<file path="src/rtl/uart_pkg.sv">
// Shared UART definitions: receive FSM state type, default clock frequency and the
// cycles-per-bit divide used to derive bit timing from CLK_FREQ/BAUD.
package uart_pkg;

    typedef enum logic [2:0] {
        IDLE,
        START,
        DATA,
        PARITY,
        STOP
    } uart_rx_state_e;

    localparam int unsigned CLK_FREQ_DEF = 50_000_000;

    // Clock cycles per serial bit.
    function automatic int unsigned cpb(input int unsigned clk, input int unsigned baud);
        return clk / baud;
    endfunction

endpackage

</file>
<file path="src/rtl/uart_rx_if.sv">
// Consumer-side handshake of the UART receiver.
//   rx_ack_i       consumer accepts the current word
//   rx_data_o      received word, stable while rx_valid_o=1
//   rx_valid_o     word available, held until acked
//   frame_err_o    stop bit sampled 0 for the current word
//   parity_err_o   parity mismatch for the current word
//   overrun_err_o  a word was overwritten before ack (sticky until ack)
//   busy_o         receiver is mid-frame
// master: the receiver; slave: the consumer.
interface uart_rx_if #(
    parameter int unsigned DATA_BITS = 8
);
    logic                 rx_ack_i;
    logic [DATA_BITS-1:0] rx_data_o;
    logic                 rx_valid_o;
    logic                 frame_err_o;
    logic                 parity_err_o;
    logic                 overrun_err_o;
    logic                 busy_o;

    modport master (
        input  rx_ack_i,
        output rx_data_o, rx_valid_o, frame_err_o, parity_err_o, overrun_err_o, busy_o
    );

    modport slave (
        output rx_ack_i,
        input  rx_data_o, rx_valid_o, frame_err_o, parity_err_o, overrun_err_o, busy_o
    );
endinterface

</file>
<file path="src/rtl/uart_rx_sync_2ff.sv">
// Two-flop synchroniser for a single asynchronous bit.
//   clk   system clock
//   rst   asynchronous active-low reset; both flops load RESET_VAL
//   d_i   asynchronous input
//   q_o   synchronised output, two cycles behind d_i
module sync_2ff #(
    parameter logic RESET_VAL = 1'b1
) (
    input  logic clk,
    input  logic rst,
    input  logic d_i,
    output logic q_o
);

    logic [1:0] sync_q;

    always_ff @(posedge clk or negedge rst) begin
        if (!rst) begin
            sync_q <= {2{RESET_VAL}};
        end else begin
            sync_q <= {sync_q[0], d_i};
        end
    end

    assign q_o = sync_q[1];

endmodule

</file>
<file path="src/rtl/uart_rx.sv">
// UART receiver: 1 start bit, DATA_BITS data bits LSB first, optional parity, 1 stop bit.
// Bits are sampled mid-bit using a cycle counter of CLK_FREQ/BAUD per bit.
//   clk, rst   system clock, asynchronous active-low reset
//   rx_i       serial line, asynchronous, idle high
//   bus        consumer handshake (uart_rx_if master modport)
module uart_rx
    import uart_pkg::*;
#(
    parameter int unsigned CLK_FREQ   = CLK_FREQ_DEF,
    parameter int unsigned BAUD       = 115200,
    parameter int unsigned DATA_BITS  = 8,
    parameter bit          PARITY_EN  = 1'b0,
    parameter bit          PARITY_ODD = 1'b0
) (
    input  logic       clk,
    input  logic       rst,
    input  logic       rx_i,
    uart_rx_if.master  bus
);

    localparam int unsigned CPB  = cpb(CLK_FREQ, BAUD);
    localparam int unsigned HALF = CPB / 2;
    localparam int unsigned CW   = $clog2(CPB);
    localparam int unsigned IW   = $clog2(DATA_BITS + 1);

    uart_rx_state_e       state_q, state_d;
    logic [CW-1:0]        cnt_q, cnt_d;
    logic [IW-1:0]        idx_q, idx_d;
    logic [DATA_BITS-1:0] shreg_q, shreg_d;
    logic [DATA_BITS-1:0] data_q, data_d;
    logic                 par_q, par_d;
    logic                 valid_q, valid_d;
    logic                 ferr_q, ferr_d;
    logic                 perr_q, perr_d;
    logic                 ovr_q, ovr_d;
    logic                 rx_s;
    logic                 rx_dly_q;  // rx_s delayed one cycle, for falling-edge detection

    sync_2ff #(
        .RESET_VAL (1'b1)
    ) u_sync (
        .clk (clk),
        .rst (rst),
        .d_i (rx_i),
        .q_o (rx_s)
    );

    always_ff @(posedge clk or negedge rst) begin
        if (!rst) begin
            state_q  <= IDLE;
            cnt_q    <= '0;
            idx_q    <= '0;
            shreg_q  <= '0;
            data_q   <= '0;
            par_q    <= 1'b0;
            valid_q  <= 1'b0;
            ferr_q   <= 1'b0;
            perr_q   <= 1'b0;
            ovr_q    <= 1'b0;
            rx_dly_q <= 1'b1;
        end else begin
            state_q  <= state_d;
            cnt_q    <= cnt_d;
            idx_q    <= idx_d;
            shreg_q  <= shreg_d;
            data_q   <= data_d;
            par_q    <= par_d;
            valid_q  <= valid_d;
            ferr_q   <= ferr_d;
            perr_q   <= perr_d;
            ovr_q    <= ovr_d;
            rx_dly_q <= rx_s;
        end
    end

    always_comb begin
        state_d = state_q;
        cnt_d   = cnt_q + CW'(1);
        idx_d   = idx_q;
        shreg_d = shreg_q;
        data_d  = data_q;
        par_d   = par_q;
        valid_d = valid_q;
        ferr_d  = ferr_q;
        perr_d  = perr_q;
        ovr_d   = ovr_q;

        if (bus.rx_ack_i && valid_q) begin
            valid_d = 1'b0;
            ferr_d  = 1'b0;
            perr_d  = 1'b0;
            ovr_d   = 1'b0;
        end

        case (state_q)
            IDLE: begin
                cnt_d = '0;
                // Edge, not level: a held-low line (break) cannot retrigger.
                if (rx_dly_q && !rx_s) begin
                    state_d = START;
                end
            end
            START: begin
                if (cnt_q == CW'(HALF - 1)) begin
                    cnt_d   = '0;
                    idx_d   = '0;
                    state_d = rx_s ? IDLE : DATA;
                end
            end
            DATA: begin
                if (cnt_q == CW'(CPB - 1)) begin
                    cnt_d   = '0;
                    shreg_d = {rx_s, shreg_q[DATA_BITS-1:1]};
                    idx_d   = idx_q + IW'(1);
                    if (idx_q == IW'(DATA_BITS - 1)) begin
                        state_d = PARITY_EN ? PARITY : STOP;
                    end
                end
            end
            PARITY: begin
                if (cnt_q == CW'(CPB - 1)) begin
                    cnt_d   = '0;
                    par_d   = rx_s;
                    state_d = STOP;
                end
            end
            STOP: begin
                if (cnt_q == CW'(CPB - 1)) begin
                    cnt_d   = '0;
                    state_d = IDLE;
                    data_d  = shreg_q;
                    valid_d = 1'b1;
                    ferr_d  = !rx_s;
                    perr_d  = PARITY_EN && ((^shreg_q ^ par_q) != PARITY_ODD);
                    // A same-cycle ack consumed the old word, so it is not an overrun.
                    if (valid_q && !bus.rx_ack_i) begin
                        ovr_d = 1'b1;
                    end
                end
            end
            default: begin
                state_d = IDLE;
                cnt_d   = '0;
            end
        endcase
    end

    assign bus.rx_data_o     = data_q;
    assign bus.rx_valid_o    = valid_q;
    assign bus.frame_err_o   = ferr_q;
    assign bus.parity_err_o  = perr_q;
    assign bus.overrun_err_o = ovr_q;
    assign bus.busy_o        = (state_q != IDLE);

endmodule
</file>
<file path="src/flat_wrapper.sv">
// flat-port wrapper written by rule: the top's interface ports become plain ports
module uart_rx_flat import uart_pkg::*;
#(
    parameter int unsigned CLK_FREQ   = CLK_FREQ_DEF,
    parameter int unsigned BAUD       = 115200,
    parameter int unsigned DATA_BITS  = 8,
    parameter bit          PARITY_EN  = 1'b0,
    parameter bit          PARITY_ODD = 1'b0
)
  (clk, rst, rx_i, bus_rx_ack_i, bus_rx_data_o, bus_rx_valid_o, bus_frame_err_o, bus_parity_err_o, bus_overrun_err_o, bus_busy_o);
  uart_rx_if #(.DATA_BITS(DATA_BITS)) bus_i ();
  input  logic clk;
  input  logic rst;
  input  logic rx_i;
  input wire logic [$bits(bus_i.rx_ack_i)-1:0] bus_rx_ack_i;
  output wire logic [$bits(bus_i.rx_data_o)-1:0] bus_rx_data_o;
  output wire logic [$bits(bus_i.rx_valid_o)-1:0] bus_rx_valid_o;
  output wire logic [$bits(bus_i.frame_err_o)-1:0] bus_frame_err_o;
  output wire logic [$bits(bus_i.parity_err_o)-1:0] bus_parity_err_o;
  output wire logic [$bits(bus_i.overrun_err_o)-1:0] bus_overrun_err_o;
  output wire logic [$bits(bus_i.busy_o)-1:0] bus_busy_o;
  assign bus_i.rx_ack_i = bus_rx_ack_i;
  assign bus_rx_data_o = bus_i.rx_data_o;
  assign bus_rx_valid_o = bus_i.rx_valid_o;
  assign bus_frame_err_o = bus_i.frame_err_o;
  assign bus_parity_err_o = bus_i.parity_err_o;
  assign bus_overrun_err_o = bus_i.overrun_err_o;
  assign bus_busy_o = bus_i.busy_o;
  uart_rx #(.CLK_FREQ(CLK_FREQ), .BAUD(BAUD), .DATA_BITS(DATA_BITS), .PARITY_EN(PARITY_EN), .PARITY_ODD(PARITY_ODD)) u_core (.clk(clk), .rst(rst), .rx_i(rx_i), .bus(bus_i));
endmodule
</file>
<file path="config.mk">
export PLATFORM = sky130hd
export DESIGN_NAME = uart_rx_flat
export DESIGN_NICKNAME = d
export VERILOG_FILES = /design/src/rtl/uart_pkg.sv /design/src/rtl/uart_rx_if.sv /design/src/rtl/uart_rx_sync_2ff.sv /design/src/rtl/uart_rx.sv /design/src/flat_wrapper.sv
export SDC_FILE = /design/constraint.sdc
export NUM_CORES = 1
export LEC_CHECK = 0
export ABC_CLOCK_PERIOD_IN_PS = 2600
export CELL_PAD_IN_SITES_DETAIL_PLACEMENT = 0
export CELL_PAD_IN_SITES_GLOBAL_PLACEMENT = 1
export CORE_MARGIN = 2
export CORE_UTILIZATION = 25
export DETAILED_ROUTE_END_ITERATION = 6
export GPL_ROUTABILITY_DRIVEN = 0
export PLACE_DENSITY_LB_ADDON = 0.25
export SLEW_MARGIN = 15
export SYNTH_ARGS = -nofsm -noshare
export SYNTH_HDL_FRONTEND = slang
export SYNTH_HIERARCHICAL = 1
export SYNTH_SLANG_ARGS = --single-unit
export TNS_END_PERCENT = 50
</file>
<file path="constraint.sdc">
create_clock -name clk -period 2.6 [get_ports clk]
set_input_delay 0.65 -clock clk [delete_from_list [all_inputs] [get_ports clk]]
set_output_delay 0.65 -clock clk [all_outputs]
set_load 0.005 [all_outputs]
</file>
# Word level (Yosys, flattened, before mapping)
# Cells that the tools add are included.
# W data, S select, Z words.
totals:
  register_bits: 39
  in_bits: 4
  output_inout_bits: 13
  elab_cells: 66
classes:
  n_addsub: 2
  eq_ne: 13
  n_mux: 27
  reduce_logical: 13
ops:
  columns: ["op", "n"]
  rows:
  - ["$mux W3", 6]
  - ["$mux W9", 2]
  - ["$pmux W9 S2", 1]
  - ["$pmux W3 S5", 1]
  - ["$mux W1", 13]
  - ["$ne A2 B1 Y1 const B", 6]
  - ["$add A9 B1 Y9 const B", 1]
  - ["$eq A9 B8 Y1 const B", 1]
  - ["$eq A9 B9 Y1 const B", 1]
  - ["$mux W4", 2]
  - ["$pmux W4 S2", 1]
  - ["$eq A3 B2 Y1 const B", 2]
  - ["$reduce_and A6 Y1", 1]
  - ["$add A4 B1 Y4 const B", 1]
  - ["$eq A4 B3 Y1 const B", 1]
  - ["$reduce_and A2 Y1", 2]
  - ["$eq A3 B1 Y1 const B", 1]
  - ["$eq A3 B3 Y1 const B", 1]
  - ["$logic_and A1 B1 Y1", 3]
  - ["$logic_not A3 Y1", 1]
  - ["$reduce_and A3 Y1", 1]
  - ["$reduce_bool A3 Y1", 1]
  - ["$reduce_or A3 Y1", 1]
  - ["$logic_not A1 Y1", 2]
  - ["2 further kinds", 2]

# Longest topological paths before layout
logic_depth:
  depth_word: 5
  ltp_mapped: 7
  ltp_nobuf: 6

# Cells and area by module
# The synthesis kept the hierarchy.
by_module_without_submodules:
  columns: ["module", "instances", "cells_each", "area_per_inst_um2", "seq_area_each_um2"]
  rows:
  - ["uart_rx", 1, 134, 1667.8, 927.1]
  - ["sync_2ff", 1, 2, 52.6, 52.6]

# Least setup slack after synthesis
# Ideal clock, no wire load.
synth_timing:
  path_kind: "reg2reg"
  start: "register u_core.cnt_q[0]"
  end: "register u_core.state_q[0]"
  setup_ns: 0.128
  t_arrival_ns: 1.627
  t_required_ns: 2.472
  path_slack_ns: 0.846
  stages_incl_launch_ff: 7
  path_buffers: 0
  synth_period_minus_slack_ns: 1.754
  cell_sequence: "dfrtp_1 inv_1 ha_1 or4b_4 nor3_4 o221ai_2 mux2_1"
synth_via:
  elab_chain_cells: 3
  word_cells_on_any_way: 7
  cone_classes: "6 x eq/ne; 1 x reduce/logical"
synth_rtl:
  columns: ["item", "line_no", "rtl"]
  rows:
  - ["start: declaration", "uart_rx.sv:27", "logic [CW-1:0] cnt_q, cnt_d;"]
  - ["start signal: assignment", "uart_rx.sv:63", "cnt_q <= cnt_d;"]
  - ["$eq A9 B9 Y1 or $eq A9 B8 Y1 (tied branches)", null, null]
  - ["$ne A2 B1 Y1 (no line)", null, null]
  - ["$reduce_and A6 Y1 (no line) (*)", null, null]
  - ["end signal: assignment", "uart_rx.sv:62", "state_q <= state_d;"]
  - ["end: declaration", "uart_rx.sv:26", "uart_rx_state_e state_q, state_d;"]
# Every way passes the cells marked *; elsewhere a longest branch is shown, timed or not.
# A chain may end at the register's enable or synchronous reset.

# Worst setup path in the final report
layout_timing:
  start: "register u_core.state_q[1]"
  end: "output bus_busy_o"
layout_via:
  elab_chain_cells: 1
layout_rtl:
  columns: ["item", "line_no", "rtl"]
  rows:
  - ["$reduce_bool A3 Y1", "uart_rx.sv:153", "assign bus.busy_o = (state_q != IDLE);"]
  - ["end: declaration", "flat_wrapper.sv:21", "output wire logic [$bits(bus_i.busy_o)-1:0] bus_busy_o;"]
# No other way between the ends.

==> metrics.cfg <==
[drt]
routed_wl_um=3140
ant_nets=0
vias=1079
drtIter0Drc=59
drt_first_pass_iters=4
wl_per_cell_um=13.2
drc=0
viasPerCell=4.53

[grt]
antenna_found_initial=0
grt_pass1_vias=1130
grt_pass1_wl_um=5380
grt_max_degree=40
grt_use_total=0.0910
grt-ovfl-total=0

[critical_path]
required_ps=1950
r2r_slack_ps=670
critPathKind=reg -> out
r2r-end=u_core/idx_q[0]$_DFFE_PN0P_
crit_path_start_kind=register
r2r-start=u_core/cnt_q[1]$_DFF_PN0_
startpoint=u_core/state_q[1]$_DFFE_PN0P_
worstPathArrival_ps=1560
crit_fanout=6
cp-endpoint=bus_busy_o
end_kind=primary output
reg2regPathDepth=6

[yosys]
syn_area_mm2=0.00172
ys_ff_latch=39
syn_avg_cell_area_um2=12.7
syn_nets=144
yosysWarnings=6
synth.distinct_cells=35
synthCells=136
synth-seq-area-share=0.569

[finish]
areaGrowthSynthToFinish_pct=21.3
drive_above_1_share=0.234
regArea_um2=980
fin_util=0.311
final.fill_count=654
fin_cells=238
final_area_mm2=0.00209
multi_input_area_um2=708
fin_nets=165
antennaDiodeCount=0

[floorplan]
fp-row-count=30
die_y_um=87.0
pin_count=17
core_mm2=0.00672
dieArea_mm2=0.00756
start_util=0.256
dieWidth_um=87.0

[worst_hold_path]
hp-class=reg -> reg
hold_depth=0

[pwr]
p_seq_frac=0.460
clkPwrFrac=0.360
p_leak_nw=0.930
switching_power_uw=405
swShare=0.272
power_density_mw_per_mm2=714
intPower_mw=1.09
peakVddDrop_v=0.000280
pwr-share-comb=0.180

[sta]
grt_setup_unrepaired=false
slew_headroom=0.432
post-route-period-util=0.851
skew_ps=6.66
fin_crit_ps=2210
setup_tns_ps=0
worstMarginPinSlew_ps=852
timing.fmax_ghz=0.452
hold_slack_ps=361
finalSetupViolCount=0
hold_viol=0
slew_viol_final=0

[place]
portBuffers=16
placedCellCount=230
dpl_cell_area_mm2=0.00197
hpwlAfterDp_um=2180

[cts]
ctsRootBufferMaster=clkbuf_8
path_clk_slew_ps=80
worstSkewPairLatency_ps=280
cts_tree=yes
hold_buffers=0
cts.sinks=39
ctsResizeCount=0
h-tree-depth=2
cts_buffers=5
clk_path_buf_depth=2
cts_setup_buffers=0

[run_status]
status=finished, final reports clean

[run]
max_cap_viol_count=0

sequential cells by signal (all words and copies together), names as in the netlist, named ones only:
| register | flops |
|---|---|
| u_core/bus.frame_err_o | 1 |
| u_core/shreg_q | 8 |
| u_core/state_q | 3 |
| u_core/idx_q | 4 |
| u_core/cnt_q | 9 |
| u_core/bus.rx_valid_o | 1 |
| u_core/u_sync/sync_q | 2 |
| u_core/bus.rx_data_o | 8 |
| u_core/bus.parity_err_o | 1 |
| u_core/rx_dly_q | 1 |
routing by layer:
| layer | GRT usage | up-vias | share of wire |
|---|---|---|---|
| met4 | 0.0384 | 0 | 0.012 |
| li1 | - | 518 | - |
| met5 | 0 | - | 0 |
| met3 | 0.0227 | 2 | 0.029 |
| met1 | 0.113 | 544 | 0.46 |
| met2 | 0.150 | 15 | 0.50 |
area by class of cell:
type | count | share of cell area
Clock buffer | 6 | 0.0396
Clock inverter | 2 | 0.0186
Inverter | 4 | 0.00719
Multi-Input combinational cell | 90 | 0.339
Sequential cell | 39 | 0.469
Tap cell | 80 | 0.0480
Timing Repair Buffer | 17 | 0.0779
cell usage in the layout, fill, tap and decap left out, drive strengths merged:
cell | Yosys | routed
nor3 | 4 | 4
inv | 4 | 5
ha | 4 | 4
clkbuf | 0 | 6
and3 | 2 | 2
or4b | 1 | 1
nor4 | 1 | 1
o21ai | 4 | 4
nor3b | 2 | 2
dfstp | 3 | 3
buf | 3 | 2
and4bb | 1 | 1
o21a | 1 | 1
a22oi | 1 | 1
nand2 | 6 | 6
nand4b | 1 | 1
a22o | 2 | 2
or3b | 1 | 1
and4b | 1 | 1
nand3 | 6 | 6
nand3b | 2 | 2
nor2b | 2 | 2
clkdlybuf4s50 | 0 | 15
or4bb | 1 | 1
xnor2 | 6 | 6
nor2 | 15 | 15
mux2 | 19 | 19
o22a | 1 | 1
bufinv | 0 | 1
o221ai | 1 | 1
xor2 | 2 | 2
o2bb2ai | 1 | 1
nand2b | 2 | 2
dfrtp | 36 | 36
power by group through the flow:
| stage | clock [mW] | sequential (mW) | combinational, mW |
|---|---|---|---|
| 2_1_floorplan | 0 | 0.686 | 0.193 |
| 3_3_place_gp | 0 | 0.694 | 0.267 |
| 3_5_place_dp | 0 | 0.697 | 0.276 |
| 4_1_cts | 0.559 | 0.685 | 0.278 |
| 5_1_grt | 0.582 | 0.692 | 0.303 |
| 6_report | 0.536 | 0.686 | 0.269 |
synth_stat cells, drive strengths merged:
master   instances  area share
a22o             2       0.010
a22oi            1      0.0044
and3             2      0.0073
and4b            1      0.0058
and4bb           1      0.0073
buf              3       0.010
dfrtp           36        0.52
dfstp            3       0.046
ha               4       0.029
inv              4      0.0087
mux2            19        0.12
nand2            6       0.013
nand2b           2      0.0073
nand3            6       0.017
nand3b           2      0.0087
nand4b           1      0.0051
nor2            15       0.034
nor2b            2      0.0073
nor3             4       0.018
nor3b            2      0.0087
nor4             1      0.0073
o21a             1      0.0044
o21ai            4       0.012
o221ai           1      0.0087
o22a             1      0.0058
o2bb2ai          1      0.0051
or3b             1      0.0051
or4b             1      0.0080
or4bb            1      0.0065
xnor2            6       0.031
xor2             2       0.010
kinds of logic (layout without fill, tap and decap cells):
logic type / Yosys count / after routing / share of synthesized area
simple gates: 48 / 48 / 0.167
flops: 39 / 39 / 0.569
mux: 19 / 19 / 0.124
compound gates: 11 / 11 / 0.0502
xor+xnor: 8 / 8 / 0.0407
buf+inv: 7 / 29 / 0.0189
fa+ha+maj: 4 / 4 / 0.0291
critical path, cell delays in order, from the launching register on:
cell and delay [ps]:
dfrtp_1 430, nor3_1 330, inv_1 70, clkdlybuf4s50_1 450
worst min-delay path by stage:
| stage | from | endpoint |
|---|---|---|
| floorplan | rst | async pin |
| global placement | u_core/u_sync/sync_q[0]$_DFF_PN1_ | u_core/u_sync/sync_q[1]$_DFF_PN1_ |
| detailed placement | u_core/u_sync/sync_q[0]$_DFF_PN1_ | u_core/u_sync/sync_q[1]$_DFF_PN1_ |
| CTS | u_core/u_sync/sync_q[0]$_DFF_PN1_ | u_core/u_sync/sync_q[1]$_DFF_PN1_ |
| global route | u_core/u_sync/sync_q[0]$_DFF_PN1_ | u_core/u_sync/sync_q[1]$_DFF_PN1_ |
| finish | u_core/u_sync/sync_q[0]$_DFF_PN1_ | u_core/u_sync/sync_q[1]$_DFF_PN1_ |
through the flow:
stage | power (mW) | worst slack, ps
after detailed placement | 0.972 | 649
after CTS | 1.52 | 369
after global placement | 0.961 | 677
final | 1.49 | 388
after global routing | 1.58 | 262
after floorplan | 0.879 | 846
Note: power is estimated with default switching activity, not from simulation.
